**src/rtl/instr_issue_seq.sv**
```systemverilog
// -----------------------------------------------------------------------------
// instr_issue_seq
// Instruction fetch/issue sequencer. Fetches instruction words from an
// instruction memory over a req/ack handshake (variable latency), splits each
// word into opcode/rd/rs/rt and presents one instruction at a time to the
// decoder with an issue strobe. Stops on HALT (opcode 4'b1111) or at the last
// program word, and records any illegal opcode that had to be skipped.
//
// Ports
//   clk        in   rising-edge clock
//   rst_n      in   synchronous reset, active low
//   start      in   run program from PC 0 (honoured only in IDLE/DONE)
//   imem_req   out  instruction memory read request
//   imem_addr  out  read address (equals pc while imem_req=1)
//   imem_ack   in   imem_data valid this cycle (ignored outside FETCH)
//   imem_data  in   instruction word [19:16] op, [15:11] rd, [10:6] rs, [5:1] rt
//   opcode     out  opcode for the decoder, qualified by issue
//   rd/rs/rt   out  register addresses of the issued instruction
//   issue      out  instruction presented this cycle (1 cycle ALU, 2 cycles SW)
//   pc         out  current program counter
//   busy       out  high in FETCH/DECODE/ISSUE
//   done       out  high in DONE
//   illegal    out  sticky flag: an illegal opcode was skipped since last start
// -----------------------------------------------------------------------------
module instr_issue_seq #(
  parameter int ADDR_W   = 8,
  parameter int INSTR_W  = 20,
  parameter int PROG_LEN = 256
) (
  input  logic                clk,
  input  logic                rst_n,
  input  logic                start,
  output logic                imem_req,
  output logic [ADDR_W-1:0]   imem_addr,
  input  logic                imem_ack,
  input  logic [INSTR_W-1:0]  imem_data,
  output logic [3:0]          opcode,
  output logic [4:0]          rd,
  output logic [4:0]          rs,
  output logic [4:0]          rt,
  output logic                issue,
  output logic [ADDR_W-1:0]   pc,
  output logic                busy,
  output logic                done,
  output logic                illegal
);

  typedef enum logic [2:0] {
    IDLE   = 3'd0,
    FETCH  = 3'd1,
    DECODE = 3'd2,
    ISSUE  = 3'd3,
    DONE   = 3'd4
  } state_t;

  localparam logic [ADDR_W-1:0] LAST_PC = ADDR_W'(PROG_LEN - 1);
  localparam logic [ADDR_W-1:0] PC_ZERO = {ADDR_W{1'b0}};
  localparam logic [ADDR_W-1:0] PC_ONE  = {{(ADDR_W-1){1'b0}}, 1'b1};

  localparam logic [3:0] OP_SW   = 4'b0110;
  localparam logic [3:0] OP_HALT = 4'b1111;

  state_t               state_r, state_s;
  logic [ADDR_W-1:0]    pc_r, pc_s;
  logic                 imem_req_r, imem_req_s;
  logic [ADDR_W-1:0]    imem_addr_r, imem_addr_s;
  logic [3:0]           opcode_r, opcode_s;
  logic [4:0]           rd_r, rd_s;
  logic [4:0]           rs_r, rs_s;
  logic [4:0]           rt_r, rt_s;
  logic                 issue_r, issue_s;
  logic                 busy_r, busy_s;
  logic                 done_r, done_s;
  logic                 illegal_r, illegal_s;
  // Instruction register; bit 0 of the word carries no information.
  logic [INSTR_W-1:1]   ir_r, ir_s;
  // Set while an SW still owes its second issue cycle.
  logic                 sw_hold_r, sw_hold_s;
  logic [3:0]           ir_op_s;
  logic                 unused_lsb_s;

  assign ir_op_s      = ir_r[19:16];
  assign unused_lsb_s = imem_data[0];

  // Next-state and next-output logic; every output is computed here and registered below.
  always_comb begin
    state_s     = state_r;
    pc_s        = pc_r;
    imem_req_s  = imem_req_r;
    imem_addr_s = imem_addr_r;
    opcode_s    = opcode_r;
    rd_s        = rd_r;
    rs_s        = rs_r;
    rt_s        = rt_r;
    issue_s     = 1'b0;
    busy_s      = busy_r;
    done_s      = done_r;
    illegal_s   = illegal_r;
    ir_s        = ir_r;
    sw_hold_s   = 1'b0;

    case (state_r)
      IDLE, DONE: begin
        if (start) begin
          state_s     = FETCH;
          pc_s        = PC_ZERO;
          imem_req_s  = 1'b1;
          imem_addr_s = PC_ZERO;
          busy_s      = 1'b1;
          done_s      = 1'b0;
          illegal_s   = 1'b0;
        end else begin
          state_s = state_r;
        end
      end

      FETCH: begin
        if (imem_ack) begin
          ir_s       = imem_data[INSTR_W-1:1];
          imem_req_s = 1'b0;
          state_s    = DECODE;
        end else begin
          state_s = FETCH;
        end
      end

      DECODE: begin
        if (ir_op_s == OP_HALT) begin
          // HALT leaves pc pointing at the HALT word.
          state_s = DONE;
          busy_s  = 1'b0;
          done_s  = 1'b1;
        end else if (ir_op_s <= OP_SW) begin
          state_s   = ISSUE;
          issue_s   = 1'b1;
          opcode_s  = ir_op_s;
          rd_s      = ir_r[15:11];
          rs_s      = ir_r[10:6];
          rt_s      = ir_r[5:1];
          sw_hold_s = (ir_op_s == OP_SW);
        end else begin
          // Illegal opcode: skip it without an issue pulse and move on.
          illegal_s = 1'b1;
          if (pc_r == LAST_PC) begin
            state_s = DONE;
            busy_s  = 1'b0;
            done_s  = 1'b1;
          end else begin
            state_s     = FETCH;
            pc_s        = pc_r + PC_ONE;
            imem_req_s  = 1'b1;
            imem_addr_s = pc_r + PC_ONE;
          end
        end
      end

      ISSUE: begin
        if (sw_hold_r) begin
          // Second SW cycle: keep the instruction on the bus unchanged.
          state_s = ISSUE;
          issue_s = 1'b1;
        end else if (pc_r == LAST_PC) begin
          state_s = DONE;
          busy_s  = 1'b0;
          done_s  = 1'b1;
        end else begin
          state_s     = FETCH;
          pc_s        = pc_r + PC_ONE;
          imem_req_s  = 1'b1;
          imem_addr_s = pc_r + PC_ONE;
        end
      end

      default: begin
        state_s    = IDLE;
        imem_req_s = 1'b0;
        busy_s     = 1'b0;
        done_s     = 1'b0;
      end
    endcase
  end

  // State and output registers with synchronous active-low reset.
  always_ff @(posedge clk) begin
    if (!rst_n) begin
      state_r     <= IDLE;
      pc_r        <= PC_ZERO;
      imem_req_r  <= 1'b0;
      imem_addr_r <= PC_ZERO;
      opcode_r    <= 4'b0000;
      rd_r        <= 5'b00000;
      rs_r        <= 5'b00000;
      rt_r        <= 5'b00000;
      issue_r     <= 1'b0;
      busy_r      <= 1'b0;
      done_r      <= 1'b0;
      illegal_r   <= 1'b0;
      ir_r        <= {(INSTR_W-1){1'b0}};
      sw_hold_r   <= 1'b0;
    end else begin
      state_r     <= state_s;
      pc_r        <= pc_s;
      imem_req_r  <= imem_req_s;
      imem_addr_r <= imem_addr_s;
      opcode_r    <= opcode_s;
      rd_r        <= rd_s;
      rs_r        <= rs_s;
      rt_r        <= rt_s;
      issue_r     <= issue_s;
      busy_r      <= busy_s;
      done_r      <= done_s;
      illegal_r   <= illegal_s;
      ir_r        <= ir_s;
      sw_hold_r   <= sw_hold_s;
    end
  end

  assign imem_req  = imem_req_r;
  assign imem_addr = imem_addr_r;
  assign opcode    = opcode_r;
  assign rd        = rd_r;
  assign rs        = rs_r;
  assign rt        = rt_r;
  assign issue     = issue_r;
  assign pc        = pc_r;
  assign busy      = busy_r;
  assign done      = done_r;
  assign illegal   = illegal_r;

endmodule

```
**config.mk**
```make
export PLATFORM = sky130hd
export DESIGN_NAME = instr_issue_seq
export DESIGN_NICKNAME = d
export VERILOG_FILES = /design/src/rtl/instr_issue_seq.sv
export SDC_FILE = /design/constraint.sdc
export NUM_CORES = 1
export LEC_CHECK = 0
export BUFFER_PORTS_ARGS = -buffer_cell sky130_fd_sc_hd__clkbuf_2
export CAP_MARGIN = 20
export CORE_MARGIN = 2
export CORE_UTILIZATION = 40
export DETAILED_ROUTE_END_ITERATION = 12
export PLACE_DENSITY = 0.62
export SLEW_MARGIN = 20
export SYNTH_ARGS = -nofsm -noshare
export SYNTH_HDL_FRONTEND = slang
export SYNTH_SLANG_ARGS = --single-unit
```
**constraint.sdc**
```tcl
create_clock -name clk -period 3.35 [get_ports clk]
set_input_delay 0.67 -clock clk [delete_from_list [all_inputs] [get_ports clk]]
set_output_delay 0.67 -clock clk [all_outputs]
set_load 0.1 [all_outputs]
```
# Word level (Yosys, flattened, before mapping)
# Index checks and enable logic that the tools add are counted.
# totals
ff_bits	63
input_bits	24
output_inout_bits	40
# classes
addsub	1
n_lt_le_gt_ge	1
eq_ne	13
muxes	43
bitwise_logic	5
reduce_logical	11
# ops
op	n
8-bit 2-to-1 mux	9
8-bit one-hot mux with 3 select lines	2
1-bit 2-to-1 mux	20
3-bit 2-to-1 mux	5
1-bit one-hot mux with 4 select lines	3
3-bit one-hot mux with 4 select lines	1
2-bit != test, second input constant	5
5-bit AND reduction	2
8-bit by 1-bit adder with 8-bit output, second input constant	1
8-bit equality test, second input constant	1
4-bit AND reduction	2
3-bit by 2-bit equality test with 1-bit output, second input constant	2
1-bit NOT	5
4-bit by 3-bit equality test with 1-bit output, second input constant	1
4-bit equality test, second input constant	1
4-bit by 3-bit <= comparator with 1-bit output, second input constant	1
1-bit one-hot mux with 2 select lines	2
4-bit OR reduction	1
3-bit by 1-bit equality test with 1-bit output, second input constant	1
3-bit equality test, second input constant	1
3-bit logical NOT	1
3-bit != test, second input constant	1
3-bit AND reduction	1
3-bit nonzero test	1
other kinds (4)	4

# Depth between registers and ports, before layout
# depth
ltp_word	5
ltp_mapped	7
mapped_depth_nobuf	5

# Worst setup path after synthesis
# OpenSTA, ideal clock, no wires.
# synth_path
kind	register to register
from	register pc_r[2] (netlist: pc[2])
to	register pc_r[3] (netlist: pc[3])
arrival_ns	2.375
required_ns	3.280
setup_slack_ns	0.905
stages_incl_launch_ff	7
period_less_slack_ns	2.445
path_cell_list	dfxtp_1 -> and4_1 -> nand4_2 -> o221ai_2 -> buf_4 -> o21ai_1 -> a21oi_1
# synth_via
elab_chain_cells	5
elab_cells_between_ends	7
# synth_lines
element	line	text
start, declared	64	logic [ADDR_W-1:0] pc_r, pc_s;
start signal, assigned	202	pc_r <= pc_s;
8-bit by 1-bit adder with 8-bit output or 8-bit equality test (tied branches)	--	
8-bit 2-to-1 mux *	144, 162	
8-bit 2-to-1 mux	133	end else if (ir_op_s <= OP_SW) begin
8-bit 2-to-1 mux	128	if (ir_op_s == OP_HALT) begin
8-bit one-hot mux with 3 select lines *	102	case (state_r)
# Every way passes the cells marked *; elsewhere a longest branch is shown, timed or not. The select of a mux whose other input is x is not followed.
# A chain may end at the register's enable or synchronous reset.

# Final worst setup path
# layout_path
from	register pc_r[0] (netlist: pc[0])
to	register pc_r[1] (netlist: pc[1])
# The elaborated chain is that of the path after synthesis.

==> impl_metrics.csv <==
group,metric,value,unit
place,gp_congestion,0.835,
routing,drt_drc_violations_left,0,
clocking,cts_h_tree_depth,2,
critical_path,critical_path_required,3.55,ns
global_route,grt_pass1_vias,1919,
synthesis,synth.top_cells.by_area,"sky130_fd_sc_hd__dfxtp_1, sky130_fd_sc_hd__nand2_1, sky130_fd_sc_hd__a21boi_0",
sta,finalMaxSlewViolations,0,
sta,skew,0.00646,ns
clocking,cts_post_setup_buffers_inserted,0,
floorplanning,floorplan.die.width,82.0,um
routing,drt-pass1-iter-count,4,
clocking,cts_made_buffers,5,
critical_path,worst-r2r-cell-count,5,
floorplanning,core_region_area,0.00592,mm2
critical_path,path_cells,"ha_1 -> nand4_2 -> o221ai_2 -> nor2_1 -> a32o_1",
place,place_inst,401,
synthesis,synth-edff-count,0,
routing,drt_iter0_markers,65,
sta,worst_slew_margin_rel,45.5,%
critical_path,crit_path_start_kind,"flop",
clocking,clock_network_latency_to_the_later_pin_of_the_worst_skew_pair,0.30,ns
synthesis,share_of_the_synthesized_area_in_compound_gates_ao_oa_aoi_oai,22.4,%
routing,dr_vias,2053,
run,max_cap_viol_count,0,
sta,report.final.setup_viol,0,
worst_hold_path,timing.hold.worst.class,"reg -> reg",
critical_path,crit-reg2reg-launch,"pc[0]$_SDFFE_PN0P_",
clocking,clk_pin_slew_worst_paths,0.09,ns
synthesis,ys.warnings.count,0,
floorplanning,die_area,0.00673,mm2
final_layout,n_diodes,0,
routing,route.detailed.wl_per_inst,12.6,um
final_layout,final_cell_mix,"sky130_fd_sc_hd__nand2_1, sky130_fd_sc_hd__clkbuf_2, sky130_fd_sc_hd__dfxtp_1",
critical_path,reg2reg_capture_point,"pc[1]$_SDFFE_PN0P_",
sta,final_hold_viol_count,0,
pwr,power.density_cell_area,441,mW/mm2
place,dp.final_hpwl,3480,um
clocking,clockRootBuffer,"sky130_fd_sc_hd__clkbuf_8",
place,buffer_ports.inserted,62,
sta,worst_slew_pin_slew,0.818,ns
pwr,vdd.ir_drop.worst,0.000221,V
clocking,cts-hold-fix-buffers,0,
synthesis,synth_flop_cell,"sky130_fd_sc_hd__dfxtp_1",
synthesis,total_of_flip_flops_plus_latches_after_synthesis,55,
sta,fin_tns_setup,0,ns
synthesis,adder_cell_share_of_the_synthesized_area,0.924,%
global_route,grt_start_max_net_pins,51,
global_route,grt.overflow.total,0,
critical_path,worst-setup-path-type,"reg -> reg",
routing,route.antenna.remaining_nets,0,
routing,route.final.wire_length,5170,um
floorplanning,dieHeight,82.0,um
synthesis,synth_seq_area_share,45.2,%
final_layout,finalNonFillerCells,409,
critical_path,r2r_slack,1.26,ns
final_layout,share_of_post_route_cells_with_drive_strength_above_1,24.3,%
critical_path,critical_path_arrival,2.30,ns
global_route,first_pass_grt_wire_length,8650,um
sta,finalCritPeriodShare,62.5,%
pwr,total_leakage_power,1.08,nW
worst_hold_path,worstHoldEndpoint,"rs[0]$_SDFFE_PN0P_",
floorplanning,floorplan.initialDensity,41.1,%
critical_path,critPathMaxStageDelay,0.62,ns
synthesis,postSynthCellCount,287,
critical_path,timing.critical_path.to_type,"flop",
synthesis,avgSynthCellArea,8.49,um2
synthesis,ys_async_sr_fraction,0,%
floorplanning,placement_rows,28,
global_route,gr-usage-all-layers,16.5,%
clocking,clock_tree_from_tritoncts,"built",
synthesis,postSynthNetCount,312,
routing,routed_via_density,5.02,
sta,timing.final.crit_period,2.09,ns
synthesis,synthSimpleGateAreaFrac,24.2,%
synthesis,yosysTopAreaCellShare,45.2,%
sta,rsz_0062_raised_after_global_routing,"false",
synthesis,post_synth_xor_area_fraction,0.668,%
synthesis,largest_family_of_logic_cells_by_synthesized_area,"simple AND/OR/NAND/NOR gates",
synthesis,synth.area.mux_share,0,%
final_layout,fin_nets,358,
critical_path,timing.critical_path.slowest_stage_cell,"sky130_fd_sc_hd__o221ai_2",
worst_hold_path,timing.hold.worst_path_depth,2,
outcome,outcome,"completed",
critical_path,timing.critical_path.fanout_max,16,
sta,max_freq,478,MHz
synthesis,mappedNetlistArea,0.00244,mm2
synthesis,synth_cell_types,46,
final_layout,mostFrequentLayoutCell,"sky130_fd_sc_hd__nand2_1",
floorplanning,ioPinCount,64,
synthesis,synth_top_area_cell,"sky130_fd_sc_hd__dfxtp_1",
pwr,power.total,0.00123,W
global_route,number_of_antenna_violations_at_the_first_check_in_global_routing,0,
worst_hold_path,hold_path.startpoint,"ir_r[6]$_SDFFE_PN0P_",
clocking,tritoncts_num_sinks,55,
clocking,clock_path_buffers,2,
clocking,cts_resized,0,
final_layout,area_growth,14.5,%
[how the worst max path moves through the flow]
stage                             from            endpoint  slack [ns]  depth (start not counted)
2_1_floorplan       pc[2]$_SDFFE_PN0P_  pc[3]$_SDFFE_PN0P_        0.91                          6
3_3_place_gp                     start  pc[5]$_SDFFE_PN0P_        1.08                          6
3_5_place_dp                     start  pc[5]$_SDFFE_PN0P_        1.03                          6
4_1_cts             pc[0]$_SDFFE_PN0P_  pc[1]$_SDFFE_PN0P_        1.24                          5
5_1_grt        state_r[1]$_SDFFE_PN0N_  rs[0]$_SDFFE_PN0P_        1.08                          4
6_report            pc[0]$_SDFFE_PN0P_  pc[1]$_SDFFE_PN0P_        1.26                          5
[registers in the layout, summed over array words and instances, names as in the netlist, 3 cells and up]
name,cells
ir_r,19
opcode,4
pc,8
rd,5
rs,5
rt,5
state_r,3
[synth_stat cells (2+ instances only)]
cell type / n
sky130_fd_sc_hd__dfxtp_1: 55
sky130_fd_sc_hd__clkbuf_1: 9
sky130_fd_sc_hd__a21boi_0: 38
sky130_fd_sc_hd__nand3_1: 5
sky130_fd_sc_hd__o21ai_0: 6
sky130_fd_sc_hd__buf_4: 10
sky130_fd_sc_hd__buf_6: 3
sky130_fd_sc_hd__nand2_1: 83
sky130_fd_sc_hd__and3_1: 3
sky130_fd_sc_hd__nand2b_1: 4
sky130_fd_sc_hd__inv_1: 2
sky130_fd_sc_hd__nor3b_1: 2
sky130_fd_sc_hd__o31ai_1: 2
sky130_fd_sc_hd__a31oi_1: 2
sky130_fd_sc_hd__nor2_1: 8
sky130_fd_sc_hd__nor2b_1: 4
sky130_fd_sc_hd__buf_2: 2
sky130_fd_sc_hd__nor3_1: 2
sky130_fd_sc_hd__o21ai_1: 5
sky130_fd_sc_hd__a21oi_1: 11
sky130_fd_sc_hd__o211ai_1: 2
sky130_fd_sc_hd__or3_1: 5
[where the power goes]
part           total (W)  switching (W)  internal, W
clock network   0.000370       0.000219     0.000151
registers       0.000692      0.0000192     0.000673
logic           0.000168       0.000115    0.0000531
total            0.00123       0.000353     0.000877
[worst max-delay path, delay by kind of cell, from the launching register on]
family	cells	cell delay (ns)
fa+ha+maj	1	0.30
simple gates	2	0.37
flops	1	0.48
compound gates	2	0.84
[logic make-up after synthesis]
| family | after synthesis |
|---|---|
| AOI/OAI and AO/OA | 77 |
| xor gates and xnor gates | 1 |
| adders and majority gates | 2 |
| buffers and inverters | 26 |
| DFF | 55 |
| and+or+nand+nor | 126 |
[stage by stage]
step	utilization, %	worst slack [ns]	instance area, um2	hold WS, ns
floorplan	-	0.905	2440	0.441
global placement	45.6	1.08	2700	0.452
detailed placement	45.6	1.03	2700	0.461
CTS	47.1	1.24	2790	0.475
global route	47.1	1.08	2790	0.494
finish	47.1	1.26	2790	0.472
[metal layers]
layer / vias to the layer above / global-route usage [%] / part of all wire (%) / wire length [um]
met3: 2 / 5.16 / 7.5 / 389
met1: 933 / 21.3 / 46 / 2380
li1: 1063 / - / - / -
met2: 55 / 26.5 / 46 / 2380
met5: - / 0 / 0 / 0
met4: 0 / 5.00 / 0.46 / 24
[final cells by class]
class / count / area, um2
Clock inverter: 2 / 16.3
Clock buffer: 6 / 72.6
Fill cell: 622 / 3130
Timing Repair Buffer: 63 / 318
Tap cell: 75 / 93.8
Inverter: 2 / 7.51
Multi-Input combinational cell: 206 / 1180
Sequential cell: 55 / 1100
Note: power is estimated with default switching activity, not from simulation.
